### config.mk
export PLATFORM = sky130hd
export DESIGN_NAME = hilo_div_sequencer_flat
export DESIGN_NICKNAME = d
export VERILOG_FILES = /design/src/rtl/hilo_div_sequencer_if.sv /design/src/rtl/hilo_div_sequencer.sv /design/src/flat_wrapper.sv
export SDC_FILE = /design/constraint.sdc
export NUM_CORES = 1
export LEC_CHECK = 0
export CAP_MARGIN = 0
export CORE_UTILIZATION = 46
export DETAILED_ROUTE_END_ITERATION = 6
export PLACE_DENSITY = 0.95
export SETUP_SLACK_MARGIN = 0.3
export SLEW_MARGIN = 25
export SYNTH_ARGS = -nofsm -noshare
export SYNTH_HDL_FRONTEND = slang
export SYNTH_SLANG_ARGS = --single-unit
### constraint.sdc
create_clock -name clk -period 4.7 [get_ports clk]
set_input_delay 0.94 -clock clk [delete_from_list [all_inputs] [get_ports clk]]
set_output_delay 0.94 -clock clk [all_outputs]
set_load 0.05 [all_outputs]
### src/rtl/hilo_div_sequencer_if.sv
// hilo_div_sequencer_if: bundles the control-unit request, the divider
// result/flag inputs, and the HI/LO, status and start outputs of the
// HI/LO sequencer.
//
// Handshake: op_valid/op/wdata form a single-cycle request. The sequencer
// samples the request only while its FSM is idle. The request is accepted
// on the rising edge in which op_valid is high, op is non-zero and the
// FSM is idle. No ready signal is returned; control must hold off while
// busy is high, because a request made while busy is dropped. Every
// accepted request produces exactly one registered done pulse.
//
// The master modport belongs to the control/divider side. The slave
// modport belongs to the sequencer.
interface hilo_div_sequencer_if;
    logic        op_valid;
    logic [1:0]  op;
    logic [31:0] wdata;
    logic [31:0] div_high;
    logic [31:0] div_low;
    logic        div_div0;
    logic        div_start;
    logic        busy;
    logic        done;
    logic        div0_exc;
    logic [31:0] hi;
    logic [31:0] lo;
    logic [1:0]  state_dbg;

    modport master (
        output op_valid, op, wdata, div_high, div_low, div_div0,
        input  div_start, busy, done, div0_exc, hi, lo, state_dbg
    );

    modport slave (
        input  op_valid, op, wdata, div_high, div_low, div_div0,
        output div_start, busy, done, div0_exc, hi, lo, state_dbg
    );
endinterface

### src/rtl/hilo_div_sequencer.sv
// hilo_div_sequencer: owns the MIPS HI/LO registers.
//
// The block sequences a DIV through the fixed-latency iterative divider:
//   - it traps divide-by-zero,
//   - it pulses div_start,
//   - it counts DIV_LATENCY cycles,
//   - it captures remainder/quotient into HI/LO on a single edge.
// It also performs MTHI/MTLO writes. Every output is driven by a register,
// so there is no combinational path from an input to an output.
//
// Optional build macro: DIV0_STICKY_EN
//   - Defined: div0_exc stays high after a divide-by-zero until the next
//     accepted op, or until reset.
//   - Undefined: div0_exc is a one-cycle pulse that coincides with done.
//
// DIV_LATENCY must be within 2..63, and 2**CNT_W must exceed DIV_LATENCY.
module hilo_div_sequencer #(
    parameter int DIV_LATENCY = 34,
    parameter int CNT_W       = 6
) (
    input  logic                 clk,
    input  logic                 rst,
    hilo_div_sequencer_if.slave  bus
);

    typedef enum logic [1:0] {
        S_IDLE    = 2'd0,
        S_WAIT    = 2'd1,
        S_CAPTURE = 2'd2
    } state_t;

    localparam logic [1:0] OP_NONE = 2'b00;
    localparam logic [1:0] OP_DIV  = 2'b01;
    localparam logic [1:0] OP_MTHI = 2'b10;
    localparam logic [1:0] OP_MTLO = 2'b11;

    localparam logic [CNT_W-1:0] LAT_LOAD = CNT_W'(DIV_LATENCY);
    localparam logic [CNT_W-1:0] CNT_ONE  = CNT_W'(1);

    state_t            state_q, state_d;
    logic [CNT_W-1:0]  cnt_q, cnt_d;
    logic              start_q, start_d;
    logic              busy_q, busy_d;
    logic              done_q, done_d;
    logic              div0_q, div0_d;
    logic [31:0]       hi_q, lo_q;
    logic              hi_wr, lo_wr, cap_wr;
    logic              accept;

    // A request only counts when the FSM is idle. In WAIT and CAPTURE the
    // request is dropped, not queued.
    assign accept = (state_q == S_IDLE) && bus.op_valid && (bus.op != OP_NONE);

    // State, counter and the registered status outputs.
    always_ff @(posedge clk or posedge rst) begin
        if (rst) begin
            state_q <= S_IDLE;
            cnt_q   <= '0;
            start_q <= 1'b0;
            busy_q  <= 1'b0;
            done_q  <= 1'b0;
            div0_q  <= 1'b0;
        end else begin
            state_q <= state_d;
            cnt_q   <= cnt_d;
            start_q <= start_d;
            busy_q  <= busy_d;
            done_q  <= done_d;
            div0_q  <= div0_d;
        end
    end

    // Next-state logic, next values of the registered outputs, and the
    // HI/LO write enables.
    always_comb begin
        state_d = state_q;
        cnt_d   = cnt_q;
        start_d = 1'b0;
        busy_d  = 1'b0;
        done_d  = 1'b0;
        hi_wr   = 1'b0;
        lo_wr   = 1'b0;
        cap_wr  = 1'b0;
`ifdef DIV0_STICKY_EN
        // Hold the flag until some op is accepted. If that op is itself a
        // divide-by-zero, the IDLE branch below sets the flag again.
        div0_d  = accept ? 1'b0 : div0_q;
`else
        div0_d  = 1'b0;
`endif

        case (state_q)
            S_IDLE: begin
                if (accept) begin
                    case (bus.op)
                        OP_DIV: begin
                            if (bus.div_div0) begin
                                // Trap now. The divider is never started,
                                // so HI/LO keep their old values.
                                done_d = 1'b1;
                                div0_d = 1'b1;
                            end else begin
                                start_d = 1'b1;
                                busy_d  = 1'b1;
                                cnt_d   = LAT_LOAD;
                                state_d = S_WAIT;
                            end
                        end
                        OP_MTHI: begin
                            hi_wr  = 1'b1;
                            done_d = 1'b1;
                        end
                        OP_MTLO: begin
                            lo_wr  = 1'b1;
                            done_d = 1'b1;
                        end
                        default: ;
                    endcase
                end
            end

            S_WAIT: begin
                // The counter holds DIV_LATENCY during the div_start cycle.
                // When it reaches 1, the next cycle is the one in which the
                // divider outputs are final.
                busy_d = 1'b1;
                cnt_d  = cnt_q - CNT_ONE;
                if (cnt_q == CNT_ONE) begin
                    state_d = S_CAPTURE;
                end
            end

            S_CAPTURE: begin
                // HI and LO are written on this one edge. busy falls in the
                // same cycle that done rises.
                cap_wr  = 1'b1;
                done_d  = 1'b1;
                busy_d  = 1'b0;
                cnt_d   = '0;
                state_d = S_IDLE;
            end

            default: begin
                state_d = S_IDLE;
                cnt_d   = '0;
            end
        endcase
    end

    // HI/LO architectural registers. A divider capture writes both at once;
    // MTHI and MTLO each write one.
    always_ff @(posedge clk or posedge rst) begin
        if (rst) begin
            hi_q <= '0;
            lo_q <= '0;
        end else if (cap_wr) begin
            hi_q <= bus.div_high;
            lo_q <= bus.div_low;
        end else begin
            if (hi_wr) begin
                hi_q <= bus.wdata;
            end
            if (lo_wr) begin
                lo_q <= bus.wdata;
            end
        end
    end

    assign bus.div_start = start_q;
    assign bus.busy      = busy_q;
    assign bus.done      = done_q;
    assign bus.div0_exc  = div0_q;
    assign bus.hi        = hi_q;
    assign bus.lo        = lo_q;
    assign bus.state_dbg = state_q;

endmodule

### src/flat_wrapper.sv
// flat-port wrapper written by rule: the top's interface ports become plain ports
module hilo_div_sequencer_flat 
#(
    parameter int DIV_LATENCY = 34,
    parameter int CNT_W       = 6
)
  (clk, rst, bus_op_valid, bus_op, bus_wdata, bus_div_high, bus_div_low, bus_div_div0, bus_div_start, bus_busy, bus_done, bus_div0_exc, bus_hi, bus_lo, bus_state_dbg);
  hilo_div_sequencer_if bus_i ();
  input  logic clk;
  input  logic rst;
  input wire logic [$bits(bus_i.op_valid)-1:0] bus_op_valid;
  input wire logic [$bits(bus_i.op)-1:0] bus_op;
  input wire logic [$bits(bus_i.wdata)-1:0] bus_wdata;
  input wire logic [$bits(bus_i.div_high)-1:0] bus_div_high;
  input wire logic [$bits(bus_i.div_low)-1:0] bus_div_low;
  input wire logic [$bits(bus_i.div_div0)-1:0] bus_div_div0;
  output wire logic [$bits(bus_i.div_start)-1:0] bus_div_start;
  output wire logic [$bits(bus_i.busy)-1:0] bus_busy;
  output wire logic [$bits(bus_i.done)-1:0] bus_done;
  output wire logic [$bits(bus_i.div0_exc)-1:0] bus_div0_exc;
  output wire logic [$bits(bus_i.hi)-1:0] bus_hi;
  output wire logic [$bits(bus_i.lo)-1:0] bus_lo;
  output wire logic [$bits(bus_i.state_dbg)-1:0] bus_state_dbg;
  assign bus_i.op_valid = bus_op_valid;
  assign bus_i.op = bus_op;
  assign bus_i.wdata = bus_wdata;
  assign bus_i.div_high = bus_div_high;
  assign bus_i.div_low = bus_div_low;
  assign bus_i.div_div0 = bus_div_div0;
  assign bus_div_start = bus_i.div_start;
  assign bus_busy = bus_i.busy;
  assign bus_done = bus_i.done;
  assign bus_div0_exc = bus_i.div0_exc;
  assign bus_hi = bus_i.hi;
  assign bus_lo = bus_i.lo;
  assign bus_state_dbg = bus_i.state_dbg;
  hilo_div_sequencer #(.DIV_LATENCY(DIV_LATENCY), .CNT_W(CNT_W)) u_core (.clk(clk), .rst(rst), .bus(bus_i));
endmodule
==> results of run 1 <==
## final cells by class
type                            instances  area share (%)
Tap cell                              105           2.194
Multi-Input combinational cell        170           32.94
Sequential cell                        76           31.77
Clock buffer                           12           2.759
Timing Repair Buffer                  173           28.90
Inverter                                4          0.2717
Clock inverter                          4           1.170
## cells in the mapped netlist (all sizes together), types with 2 or more instances
cell type	number	area share (%)
or3b	2	0.44
clkbuf	2	0.19
nand2b	3	0.47
a211o	2	0.44
a21oi	3	0.38
nor2b	2	0.31
dfrtp	76	48
mux2	129	42
buf	13	2.7
nor3	5	0.63
ha	2	0.63
inv	4	0.38
nor2	6	0.56
## state kept, by name, summed over array words and instances (netlist names)
register              count
u_core.bus.hi            32
u_core.bus.lo            32
u_core.cnt_q              6
u_core.bus.state_dbg      2
u_core.bus.busy           1
u_core.bus.div0_exc       1
u_core.bus.div_start      1
u_core.bus.done           1
## power groups by stage
stage / combinational [mW] / clock [mW] / sequential, mW
2_1_floorplan: 0.493 / 0 / 2.16
3_3_place_gp: 2.26 / 0 / 1.15
3_5_place_dp: 2.31 / 0 / 1.18
4_1_cts: 2.31 / 0.582 / 1.17
5_1_grt: 2.39 / 0.613 / 1.21
6_report: 2.29 / 0.574 / 1.17
## cells by family (layout without fill, tap and decap cells)
kind of cell | Yosys count | in the layout
and+or+nand+nor | 27 | 27
adders and majority gates | 2 | 2
buffers and inverters | 19 | 193
muxes | 129 | 129
AOI/OAI and AO/OA | 12 | 12
DFF | 76 | 76
## per-layer routing
layer | vias up | wire length, um | global-route usage [%]
met3 | 4 | 766 | 6.061
met4 | 0 | 40 | 4.419
li1 | 1299 | - | -
met2 | 108 | 4978 | 38.45
met5 | - | 0 | 0
met1 | 1389 | 3803 | 24.82
## metrics by stage
stage	worst slack, ps	instance area (um2)	hold WS (ps)	instances
2_1_floorplan	1822	3990	520.5	265
3_3_place_gp	1830	5748	489.1	528
3_5_place_dp	1748	5748	494.9	528
4_1_cts	1814	5983	510.8	544
5_1_grt	1770	5987	525.9	544
6_report	1830	5987	508.7	544
## worst min-delay path by stage
stage | start | endpoint | slack, ps | cells past startpoint
CTS | u_core.bus.hi[31]$_DFFE_PP0P_ | u_core.bus.hi[31]$_DFFE_PP0P_ | 510 | 1
global route | u_core.bus.hi[0]$_DFFE_PP0P_ | u_core.bus.hi[0]$_DFFE_PP0P_ | 530 | 1
global placement | u_core.bus.hi[13]$_DFFE_PP0P_ | u_core.bus.hi[13]$_DFFE_PP0P_ | 490 | 1
finish | u_core.bus.hi[31]$_DFFE_PP0P_ | u_core.bus.hi[31]$_DFFE_PP0P_ | 510 | 1
floorplan | u_core.cnt_q[4]$_DFFE_PP0P_ | u_core.cnt_q[4]$_DFFE_PP0P_ | 520 | 1
detailed placement | u_core.bus.hi[21]$_DFFE_PP0P_ | u_core.bus.hi[21]$_DFFE_PP0P_ | 490 | 1
==> reports/summary.txt, run 1 <==
=====================================================================================
Result of the run                                                        finished clean
Power dissipated by switching net loads                                      1.830 mW
Largest family of logic cells by synthesized area                        multiplexers
First-pass GRT wire length                                                   14.54 mm
TritonCTS clock tree                                                             done
Number of instances resized during post-cts repair                                  0
Total iterations of the first detailed-routing run                                  4
VDD IR max                                                                  0.3537 mV
Proportion of synthesized flip-flops having asynchronous set or reset          100.0%
Total die area                                                               9051 um2
Antenna diode count                                                                 0
Power Dens Cells                                                         673.9 nW/um2
Most used cells in the layout excluding fill and tap cells               sky130_fd_sc_hd__clkdlybuf4s50_1, sky130_fd_sc_hd__dfrtp_1, sky130_fd_sc_hd__mux2_2, sky130_fd_sc_hd__mux2_4, sky130_fd_sc_hd__clkbuf_8
DR vias                                                                          2800
Master of the slowest instance on the critical path                      sky130_fd_sc_hd__clkdlybuf4s50_1
CP max FO                                                                          15
Fraction of final layout cells with drive strength greater than 1              35.08%
Primary flip-flop cell chosen by synthesis mapping                       sky130_fd_sc_hd__dfrtp_1
Share of cell area taken by muxes after synthesis                              42.05%
Number of antenna violations at the first check in global routing                   0
Final clock skew                                                             6.852 ps
Required time of the critical path                                            3760 ps
Max H-tree Level                                                                    3
Count of cell types in the netlist                                                 32
Clock latency reported for the late side of the worst-skew pair                340 ps
Post-CTS Repair Setup Buffers                                                       0
Reg2Reg Launch Point                                                     u_core.bus.state_dbg[1]$_DFFE_PP0P_
Overall die height                                                           95.14 um
Filler Cell Count                                                                 553
Clock network fraction of design power                                          14.2%
Root buffer cell                                                         sky130_fd_sc_hd__clkbuf_8
Cells after Synth                                                                 265
Number of DRC markers after the initial detailed-route iteration                   48
Number of hold violations in the final report                                       0
DP Wirelength                                                                7.038 mm
Share of total power in combinational logic                                     56.8%
Sequential cell area                                                         1902 um2
Layout Nets                                                                       538
Netlist Area Pre-Place                                                       3990 um2
Number of global-route vias before repair                                        3031
Initial standard-cell utilization of the core                                  48.08%
Post-synthesis simple-gate area fraction                                       4.108%
Highest clock rate                                                          348.4 MHz
Setup slack on the worst flop-to-flop path                                    2430 ps
Number of cells traversed by the worst register-to-register path                    4
Total routing resource utilization after global routing                        21.23%
CTS buffer count                                                                    9
Area of combinational cells with multiple inputs                             1972 um2
CTS sink cnt                                                                       76
Worst R2R End                                                            u_core.bus.hi[3]$_DFFE_PP0P_
Remaining global-route overflow                                                     0
Final worst-path cycle share                                                   61.07%
DRT Wirelength                                                               9.588 mm
CORE AREA                                                                    8299 um2
Gp weighted congestion                                                         0.7219
Final routed wire length divided by cell count                               17.63 um
Per-instance average area after synthesis                                   15.06 um2
Syn_nets                                                                          369
Cell class contributing the biggest share of worst-path delay            buffers and inverters
Part of the power in registers                                                  28.9%
Number of core rows                                                                33
Synth Area in Compound Gates                                                   2.258%
Final slew viol count                                                               0
FF+latch count, synth                                                              76
Net switching fraction of the power                                            45.37%
Max-slew headroom                                                              38.03%
Final TNS setup                                                                  0 ps
Kind of critical path                                                         reg2out
Crit start category                                                          register
Standby leakage power                                                        2.535 nW
Adder-cell area share of the yosys netlist                                    0.6272%
Cell breakdown of the critical path                                      clkdlybuf4s50_1
Buffer levels on the longest clock path                                             2
Count of antenna-violating nets left after detailed routing                         0
Sequential cell area fraction in the yosys report                              47.66%
Category of the worst setup path capture point                            output port
IO Count                                                                          172
Worst-Margin Slew                                                            929.5 ps
Maximum number of pins on one net before global-route repair                       65
Number of logic stages on the critical path including buffering                     1
Period minus WS final                                                         2870 ps
Setup repair after global routing missed its margin                                no
Max Cap Viol                                                                        0
Yosys warning total                                                                 0
Xor and xnor area share after synthesis                                            0%
Port-buffer cells                                                                 171
Count of hold-fix buffers inserted at cts                                           0
Design internal power                                                        2.204 mW
Buffers plus inverters on the worst setup path                                      1
Post-DR vias/cell                                                               5.147
X dimension of the die                                                       95.14 um
DRC Markers                                                                         0
Most frequent standard cell in the layout excluding fill and tap cells   sky130_fd_sc_hd__clkdlybuf4s50_1
EDFF count, synth                                                                   0
Worst hold path type                                                          reg2reg
Post-Route Utilization                                                         72.14%
Clock transition at the registers of the reported paths                         70 ps
Delay contributed by the slowest stage of the critical path                    910 ps
Endpoint of the most critical setup path                                 bus_state_dbg[0]
Relative area change from synthesis to final layout                            50.05%
Signal arrival time at the worst endpoint                                     1930 ps
Critical path origin                                                     u_core.bus.state_dbg[0]$_DFFE_PP0P_
Count of final setup violators                                                      0
Final total power                                                            4.035 mW
=====================================================================================
Power figures use the tool's default switching activity.
==> run 2: changes to the inputs <==
--- a/config.mk
+++ b/config.mk
@@ -6,9 +6,9 @@
 export NUM_CORES = 1
 export LEC_CHECK = 0
 export CAP_MARGIN = 0
-export CORE_UTILIZATION = 46
+export CORE_UTILIZATION = 43
 export DETAILED_ROUTE_END_ITERATION = 6
-export PLACE_DENSITY = 0.95
+export PLACE_DENSITY = 0.93
 export SETUP_SLACK_MARGIN = 0.3
 export SLEW_MARGIN = 25
 export SYNTH_ARGS = -nofsm -noshare
==> constraint.sdc (replaced) <==
create_clock -name clk -period 3 [get_ports clk]
set_input_delay 0.6 -clock clk [delete_from_list [all_inputs] [get_ports clk]]
set_output_delay 0.6 -clock clk [all_outputs]
set_load 0.05 [all_outputs]
==> run 2 against run 1 <==
  * The flow now finishes with violations (design-rule violations)
  * Non-clock buffer count rose by 4
  * Power is 59% higher
  * Utilization fell by 3.7 points
  * Critical path type unchanged
  * Critical endpoint unchanged
==> reports/summary.txt, run 2 (synthesis results as in run 1) <==
=====================================================================================
IO Count                                                                          172   unchanged
Port-buffer cells                                                                 171   unchanged
Power Dens Cells                                                          1056 nW/um2   was 673.9 nW/um2
DP Wirelength                                                                7.304 mm   was 7.038 mm
Delay contributed by the slowest stage of the critical path                    910 ps   about the same
Number of hold violations in the final report                                       0   unchanged
Root buffer cell                                                         sky130_fd_sc_hd__clkbuf_8   unchanged
Overall die height                                                           98.33 um   was 95.14 um
Fraction of final layout cells with drive strength greater than 1              35.44%   was 35.08%
Setup slack on the worst flop-to-flop path                                     860 ps   was 2430 ps
Cell class contributing the biggest share of worst-path delay            buffers and inverters   unchanged
Most frequent standard cell in the layout excluding fill and tap cells   sky130_fd_sc_hd__clkdlybuf4s50_1   unchanged
Buffers plus inverters on the worst setup path                                      1   unchanged
Source of the worst hold timing path                                     u_core.bus.hi[23]$_DFFE_PP0P_   was u_core.bus.hi[31]$_DFFE_PP0P_
Final clock skew                                                             7.446 ps   was 6.852 ps
Maximum number of pins on one net before global-route repair                       47   was 65
Gp weighted congestion                                                         0.7842   was 0.7219
Signal arrival time at the worst endpoint                                     1930 ps   about the same
Worst R2R End                                                            u_core.bus.hi[3]$_DFFE_PP0P_   unchanged
Post-DR vias/cell                                                               5.114   was 5.147
Final slew viol count                                                               0   unchanged
Sequential cell area                                                         1902 um2   unchanged
Max H-tree Level                                                                    3   unchanged
Hold Crit Depth                                                                     1   unchanged
Kind of critical path                                                         reg2out   unchanged
Count of antenna-violating nets left after detailed routing                         0   unchanged
X dimension of the die                                                       98.33 um   was 95.14 um
Failing checks                                                           design-rule violations
Total routing resource utilization after global routing                        20.94%   was 21.23%
Antenna diode count                                                                 0   unchanged
DRT Wirelength                                                               9.542 mm   was 9.588 mm
Max Cap Viol                                                                        0   unchanged
Clock transition at the registers of the reported paths                         80 ps   was 70 ps
CORE AREA                                                                    8848 um2   was 8299 um2
Initial standard-cell utilization of the core                                  45.09%   was 48.08%
Number of core rows                                                                34   was 33
Filler Cell Count                                                                 659   was 553
CTS sink cnt                                                                       76   unchanged
Number of instances resized during post-cts repair                                  0   unchanged
Worst-Margin Slew                                                            596.5 ps   was 929.5 ps
Number of antenna violations at the first check in global routing                   0   unchanged
Max-slew headroom                                                              60.23%   was 38.03%
VDD IR max                                                                  0.6295 mV   was 0.3537 mV
Worst slack on hold paths                                                    508.6 ps   was 508.7 ps
First-pass GRT wire length                                                   15.82 mm   was 14.54 mm
Relative area change from synthesis to final layout                            51.80%   was 50.05%
Master of the slowest instance on the critical path                      sky130_fd_sc_hd__clkdlybuf4s50_1   unchanged
Required time of the critical path                                            2400 ps   was 3760 ps
DRC Markers                                                                        12   was 0
Result of the run                                                        finished, violations left   was finished clean
Remaining global-route overflow                                                     0   unchanged
Post-Route Utilization                                                         68.45%   was 72.14%
Final TNS setup                                                                  0 ps   unchanged
DR vias                                                                          2818   was 2800
Sink of the worst hold path                                              u_core.bus.hi[23]$_DFFE_PP0P_   was u_core.bus.hi[31]$_DFFE_PP0P_
Area of combinational cells with multiple inputs                             1972 um2   unchanged
TritonCTS clock tree                                                             done   unchanged
Final worst-path cycle share                                                   84.30%
Count of final setup violators                                                      0   unchanged
Number of global-route vias before repair                                        3168   was 3031
CTS buffer count                                                                    9   unchanged
Cell breakdown of the critical path                                      clkdlybuf4s50_1   unchanged
Layout Nets                                                                       542   was 538
Highest clock rate                                                          395.4 MHz
Period minus WS final                                                         2529 ps
Worst hold path type                                                          reg2reg   unchanged
Crit start category                                                          register   unchanged
Count of hold-fix buffers inserted at cts                                           0   unchanged
Post-CTS Repair Setup Buffers                                                       0   unchanged
Setup repair after global routing missed its margin                                no   unchanged
Number of cells traversed by the worst register-to-register path                    4   unchanged
Standby leakage power                                                        2.568 nW   was 2.535 nW
Number of DRC markers after the initial detailed-route iteration                   54   was 48
Total die area                                                               9669 um2   was 9051 um2
Category of the worst setup path capture point                            output port   unchanged
Reg2Reg Launch Point                                                     u_core.bus.state_dbg[1]$_DFFE_PP0P_   unchanged
Buffer levels on the longest clock path                                             2   unchanged
Most used cells in the layout excluding fill and tap cells               sky130_fd_sc_hd__clkdlybuf4s50_1, sky130_fd_sc_hd__dfrtp_1, sky130_fd_sc_hd__mux2_2, sky130_fd_sc_hd__mux2_4, sky130_fd_sc_hd__clkbuf_8   unchanged
Total iterations of the first detailed-routing run                                  6   was 4
CP max FO                                                                          15   unchanged
Final routed wire length divided by cell count                               17.32 um   was 17.63 um
Clock latency reported for the late side of the worst-skew pair                330 ps   was 340 ps
=====================================================================================
-- run 2: changes by cell type in the layout (fill, tap and decap cells not counted), sizes merged --
cell and delta:
buf +4, bufinv +1, clkinv -1
-- run 2: through the flow --
step           instances  cell area [um2]  worst slack (ps)  total power [mW]
2_1_floorplan        265             3990             461.7             4.157
3_3_place_gp         535             5807             674.8             5.372
3_5_place_dp         535             5807             607.4             5.476
4_1_cts              551             6057             448.5             6.450
5_1_grt              551             6057             355.0             6.697
6_report             551             6057             471.1             6.396
-- run 2: layout make-up --
| type | count | share of cell area, % |
|---|---|---|
| timing repair buffer | 177 | 29.42 |
| clock buffer | 12 | 2.561 |
| multi-input combinational | 170 | 32.56 |
| clock inverter | 4 | 1.570 |
| sequential | 76 | 31.40 |
| tap | 108 | 2.231 |
| inverter | 4 | 0.2685 |
-- run 2: layer usage --
metal,GRT usage [%],share of wire [%],wire (um),vias up
li1,-,-,-,1313
met1,24.81,40,3799,1393
met2,37.49,52,4949,102
met3,5.440,7.1,677,10
met4,5.855,1.2,115,0
met5,0,0,0,-
-- run 2: worst max path at each step --
stage | startpoint | to | slack [ps] | cells after the start
after floorplan | rst | u_core.bus.busy$_DFF_PP0_ | 460 | 1
after global placement | bus_op[0] | u_core.bus.hi[7]$_DFFE_PP0P_ | 670 | 5
after detailed placement | bus_op[0] | u_core.bus.hi[12]$_DFFE_PP0P_ | 610 | 5
after CTS | u_core.bus.state_dbg[0]$_DFFE_PP0P_ | bus_state_dbg[0] | 450 | 1
after global routing | u_core.bus.state_dbg[0]$_DFFE_PP0P_ | bus_state_dbg[0] | 350 | 1
final | u_core.bus.state_dbg[0]$_DFFE_PP0P_ | bus_state_dbg[0] | 470 | 1
-- run 2: where the power goes --
group          total, mW  switching [mW]  leakage, nW  internal, mW
Combinational       3.61            2.19         1.52          1.41
Sequential          1.83           0.313        0.918          1.52
Clock              0.962           0.364        0.127         0.598
==> run 3: changes to the inputs <==
==> constraint.sdc (replaced) <==
create_clock -name clk -period 2.4 [get_ports clk]
set_input_delay 0.48 -clock clk [delete_from_list [all_inputs] [get_ports clk]]
set_output_delay 0.48 -clock clk [all_outputs]
set_load 0.05 [all_outputs]
==> run 3 against run 2 <==
  * Register-to-register slack lost 440 ps
  * Via count grew 2.9%
  * First-iteration DRC count grew 69%
  * Flip-flop and latch count is the same
  * Power grew 21%
  * The flow still finishes with violations (design-rule violations)
  * Highest routed layer unchanged
  * Hold slack gained 1.2 ps
  * Clock power shrank 2%
  * Cell area grew 0.48%
  * Critical path depth is the same
==> reports/summary.txt, run 3 (synthesis results as in run 1) <==
=====================================================================================
Result of the run                                                        finished, violations left   unchanged
Failing checks                                                           design-rule violations   unchanged
Layout Nets                                                                       552   was 542
Category of the worst setup path capture point                            output port   unchanged
Max Cap Viol                                                                        0   unchanged
Hold Crit Depth                                                                     1   unchanged
Post-placement cell count                                                         545   was 535
Setup slack on the worst flop-to-flop path                                     420 ps   was 860 ps
Fraction of final layout cells with drive strength greater than 1              37.17%   was 35.44%
Total routing resource utilization after global routing                        21.23%   was 20.94%
First-pass GRT wire length                                                   15.94 mm   was 15.82 mm
Final standard cell count with taps included and fillers excluded                 560   was 551
Max-slew headroom                                                              58.04%   was 60.23%
Count of hold-fix buffers inserted at cts                                           0   unchanged
Master of the slowest instance on the critical path                      sky130_fd_sc_hd__clkdlybuf4s50_1   unchanged
Most frequent standard cell in the layout excluding fill and tap cells   sky130_fd_sc_hd__clkdlybuf4s50_1   unchanged
DRC Markers                                                                        11   was 12
Clock latency reported for the late side of the worst-skew pair                330 ps   about the same
Kind of critical path                                                         reg2out   unchanged
Overall die height                                                           98.33 um   unchanged
Total iterations of the first detailed-routing run                                  7   was 6
Final routed wire length divided by cell count                               17.53 um   was 17.32 um
CTS sink cnt                                                                       76   unchanged
Cell class contributing the biggest share of worst-path delay            buffers and inverters   unchanged
Worst hold path type                                                          reg2reg   unchanged
Port-buffer cells                                                                 171   unchanged
Period minus WS final                                                         2020 ps
Final worst-path cycle share                                                   84.18%
Power Dens Cells                                                          1276 nW/um2   was 1056 nW/um2
Setup repair after global routing missed its margin                                no   unchanged
Worst slack on hold paths                                                    509.8 ps   was 508.6 ps
Count of antenna-violating nets left after detailed routing                         0   unchanged
DP Wirelength                                                                7.614 mm   was 7.304 mm
DRT Wirelength                                                               9.816 mm   was 9.542 mm
Final slew viol count                                                               0   unchanged
CTS buffer count                                                                    9   unchanged
Relative area change from synthesis to final layout                            52.52%   was 51.80%
Remaining global-route overflow                                                     0   unchanged
Clock transition at the registers of the reported paths                         80 ps   about the same
Post-DR vias/cell                                                               5.179   was 5.114
CORE AREA                                                                    8848 um2   unchanged
Sink of the worst hold path                                              u_core.bus.hi[10]$_DFFE_PP0P_   was u_core.bus.hi[23]$_DFFE_PP0P_
Maximum number of pins on one net before global-route repair                       34   was 47
Antenna diode count                                                                 0   unchanged
Root buffer cell                                                         sky130_fd_sc_hd__clkbuf_8   unchanged
Number of cells traversed by the worst register-to-register path                    5   was 4
Max H-tree Level                                                                    3   unchanged
Gp weighted congestion                                                         0.8147   was 0.7842
Buffer levels on the longest clock path                                             2   unchanged
CP max FO                                                                           2   was 15
Delay contributed by the slowest stage of the critical path                    820 ps   was 910 ps
Final TNS setup                                                                  0 ps   unchanged
Crit start category                                                          register   unchanged
Cell area after placement                                                    5897 um2   was 5807 um2
Standby leakage power                                                        2.590 nW   was 2.568 nW
Most used cells in the layout excluding fill and tap cells               sky130_fd_sc_hd__clkdlybuf4s50_1, sky130_fd_sc_hd__dfrtp_1, sky130_fd_sc_hd__mux2_2, sky130_fd_sc_hd__mux2_4, sky130_fd_sc_hd__buf_4   was sky130_fd_sc_hd__clkdlybuf4s50_1, sky130_fd_sc_hd__dfrtp_1, sky130_fd_sc_hd__mux2_2, sky130_fd_sc_hd__mux2_4, sky130_fd_sc_hd__clkbuf_8
DR vias                                                                          2900   was 2818
Highest clock rate                                                          495.0 MHz
X dimension of the die                                                       98.33 um   unchanged
TritonCTS clock tree                                                             done   unchanged
Cell breakdown of the critical path                                      clkdlybuf4s50_1   unchanged
Final clock skew                                                             5.806 ps   was 7.446 ps
Number of hold violations in the final report                                       0   unchanged
Post-Layout Inst Area                                                        6086 um2   was 6057 um2
IO Count                                                                          172   unchanged
Number of core rows                                                                34   unchanged
Initial standard-cell utilization of the core                                  45.09%   unchanged
Count of final setup violators                                                      0   unchanged
Buffers plus inverters on the worst setup path                                      1   unchanged
Number of DRC markers after the initial detailed-route iteration                   91   was 54
Worst-Margin Slew                                                            628.2 ps   was 596.5 ps
Worst R2R End                                                            u_core.bus.hi[27]$_DFFE_PP0P_   was u_core.bus.hi[3]$_DFFE_PP0P_
Source of the worst hold timing path                                     u_core.bus.hi[10]$_DFFE_PP0P_   was u_core.bus.hi[23]$_DFFE_PP0P_
VDD IR max                                                                  0.7694 mV   was 0.6295 mV
Reg2Reg Launch Point                                                     u_core.bus.state_dbg[1]$_DFFE_PP0P_   unchanged
Signal arrival time at the worst endpoint                                     1540 ps   was 1930 ps
Number of antenna violations at the first check in global routing                   0   unchanged
Number of global-route vias before repair                                        3201   was 3168
Required time of the critical path                                            1920 ps   was 2400 ps
Total die area                                                               9669 um2   unchanged
=====================================================================================
==> run 3: cell count changes in the layout (fill, tap and decap cells not counted) <==
| cell | previous run | this run |
|---|---|---|
| sky130_fd_sc_hd__clkbuf_1 | 1 | 0 |
| sky130_fd_sc_hd__dfrtp_1 | 76 | 75 |
| sky130_fd_sc_hd__clkbuf_8 | 11 | 10 |
| sky130_fd_sc_hd__clkinvlp_4 | 0 | 2 |
| sky130_fd_sc_hd__clkdlybuf4s50_1 | 171 | 169 |
| sky130_fd_sc_hd__buf_4 | 4 | 13 |
| sky130_fd_sc_hd__bufinv_16 | 3 | 1 |
| sky130_fd_sc_hd__clkinv_2 | 2 | 3 |
| sky130_fd_sc_hd__buf_12 | 2 | 3 |
| sky130_fd_sc_hd__dlygate4sd2_1 | 0 | 2 |
| sky130_fd_sc_hd__dfrtp_2 | 0 | 1 |
==> run 3: through the flow <==
step / worst slack [ps] / power, mW / util, %
detailed placement: 319.0 / 6.864 / 66.64
global route: 313.9 / 8.103 / 68.78
finish: 379.6 / 7.764 / 68.78
global placement: 376.5 / 6.733 / 66.64
CTS: 301.3 / 7.831 / 68.76
floorplan: 508.6 / 5.196 / -
==> run 3: how the worst max path moves through the flow <==
| stage | from | endpoint | slack, ps | cells after the start |
|---|---|---|---|---|
| after floorplan | u_core.bus.state_dbg[1]$_DFFE_PP0P_ | u_core.bus.lo[30]$_DFFE_PP0P_ | 510 | 5 |
| after global placement | bus_op[0] | u_core.bus.lo[1]$_DFFE_PP0P_ | 380 | 5 |
| after detailed placement | u_core.bus.state_dbg[1]$_DFFE_PP0P_ | u_core.bus.hi[27]$_DFFE_PP0P_ | 320 | 5 |
| after CTS | u_core.bus.state_dbg[1]$_DFFE_PP0P_ | u_core.bus.hi[27]$_DFFE_PP0P_ | 300 | 5 |
| after global routing | u_core.bus.hi[2]$_DFFE_PP0P_ | bus_hi[2] | 310 | 1 |
| final | u_core.bus.hi[3]$_DFFE_PP0P_ | bus_hi[3] | 380 | 1 |
==> run 3: final cells by class <==
class | instances | area [um2]
fill | 647 | 2763
multi-input combinational | 170 | 1972
sequential | 76 | 1903
timing repair buffer | 187 | 1867
clock buffer | 10 | 137.6
tap | 108 | 135.1
clock inverter | 5 | 52.55
inverter | 4 | 18.77
==> run 3: what timing repair did <==
item                                    4_1_cts  5_1_grt
setup buffers                                 0        0
cloned                                        0        0
endpoints found under the setup margin        3       32
gates resized for setup                       2        1
==> run 3: power by group <==
group	internal, mW	total (mW)	switching [mW]
logic	1.78	4.56	2.78
registers	1.90	2.26	0.368
clock network	0.498	0.945	0.447
==> run 3: per-layer routing <==
metal,share of wire (%),GRT usage [%],vias up
li1,-,-,1333
met3,7.3,5.798,24
met2,53,39.38,122
met5,0,0,-
met4,2.0,6.544,0
met1,37,23.56,1421
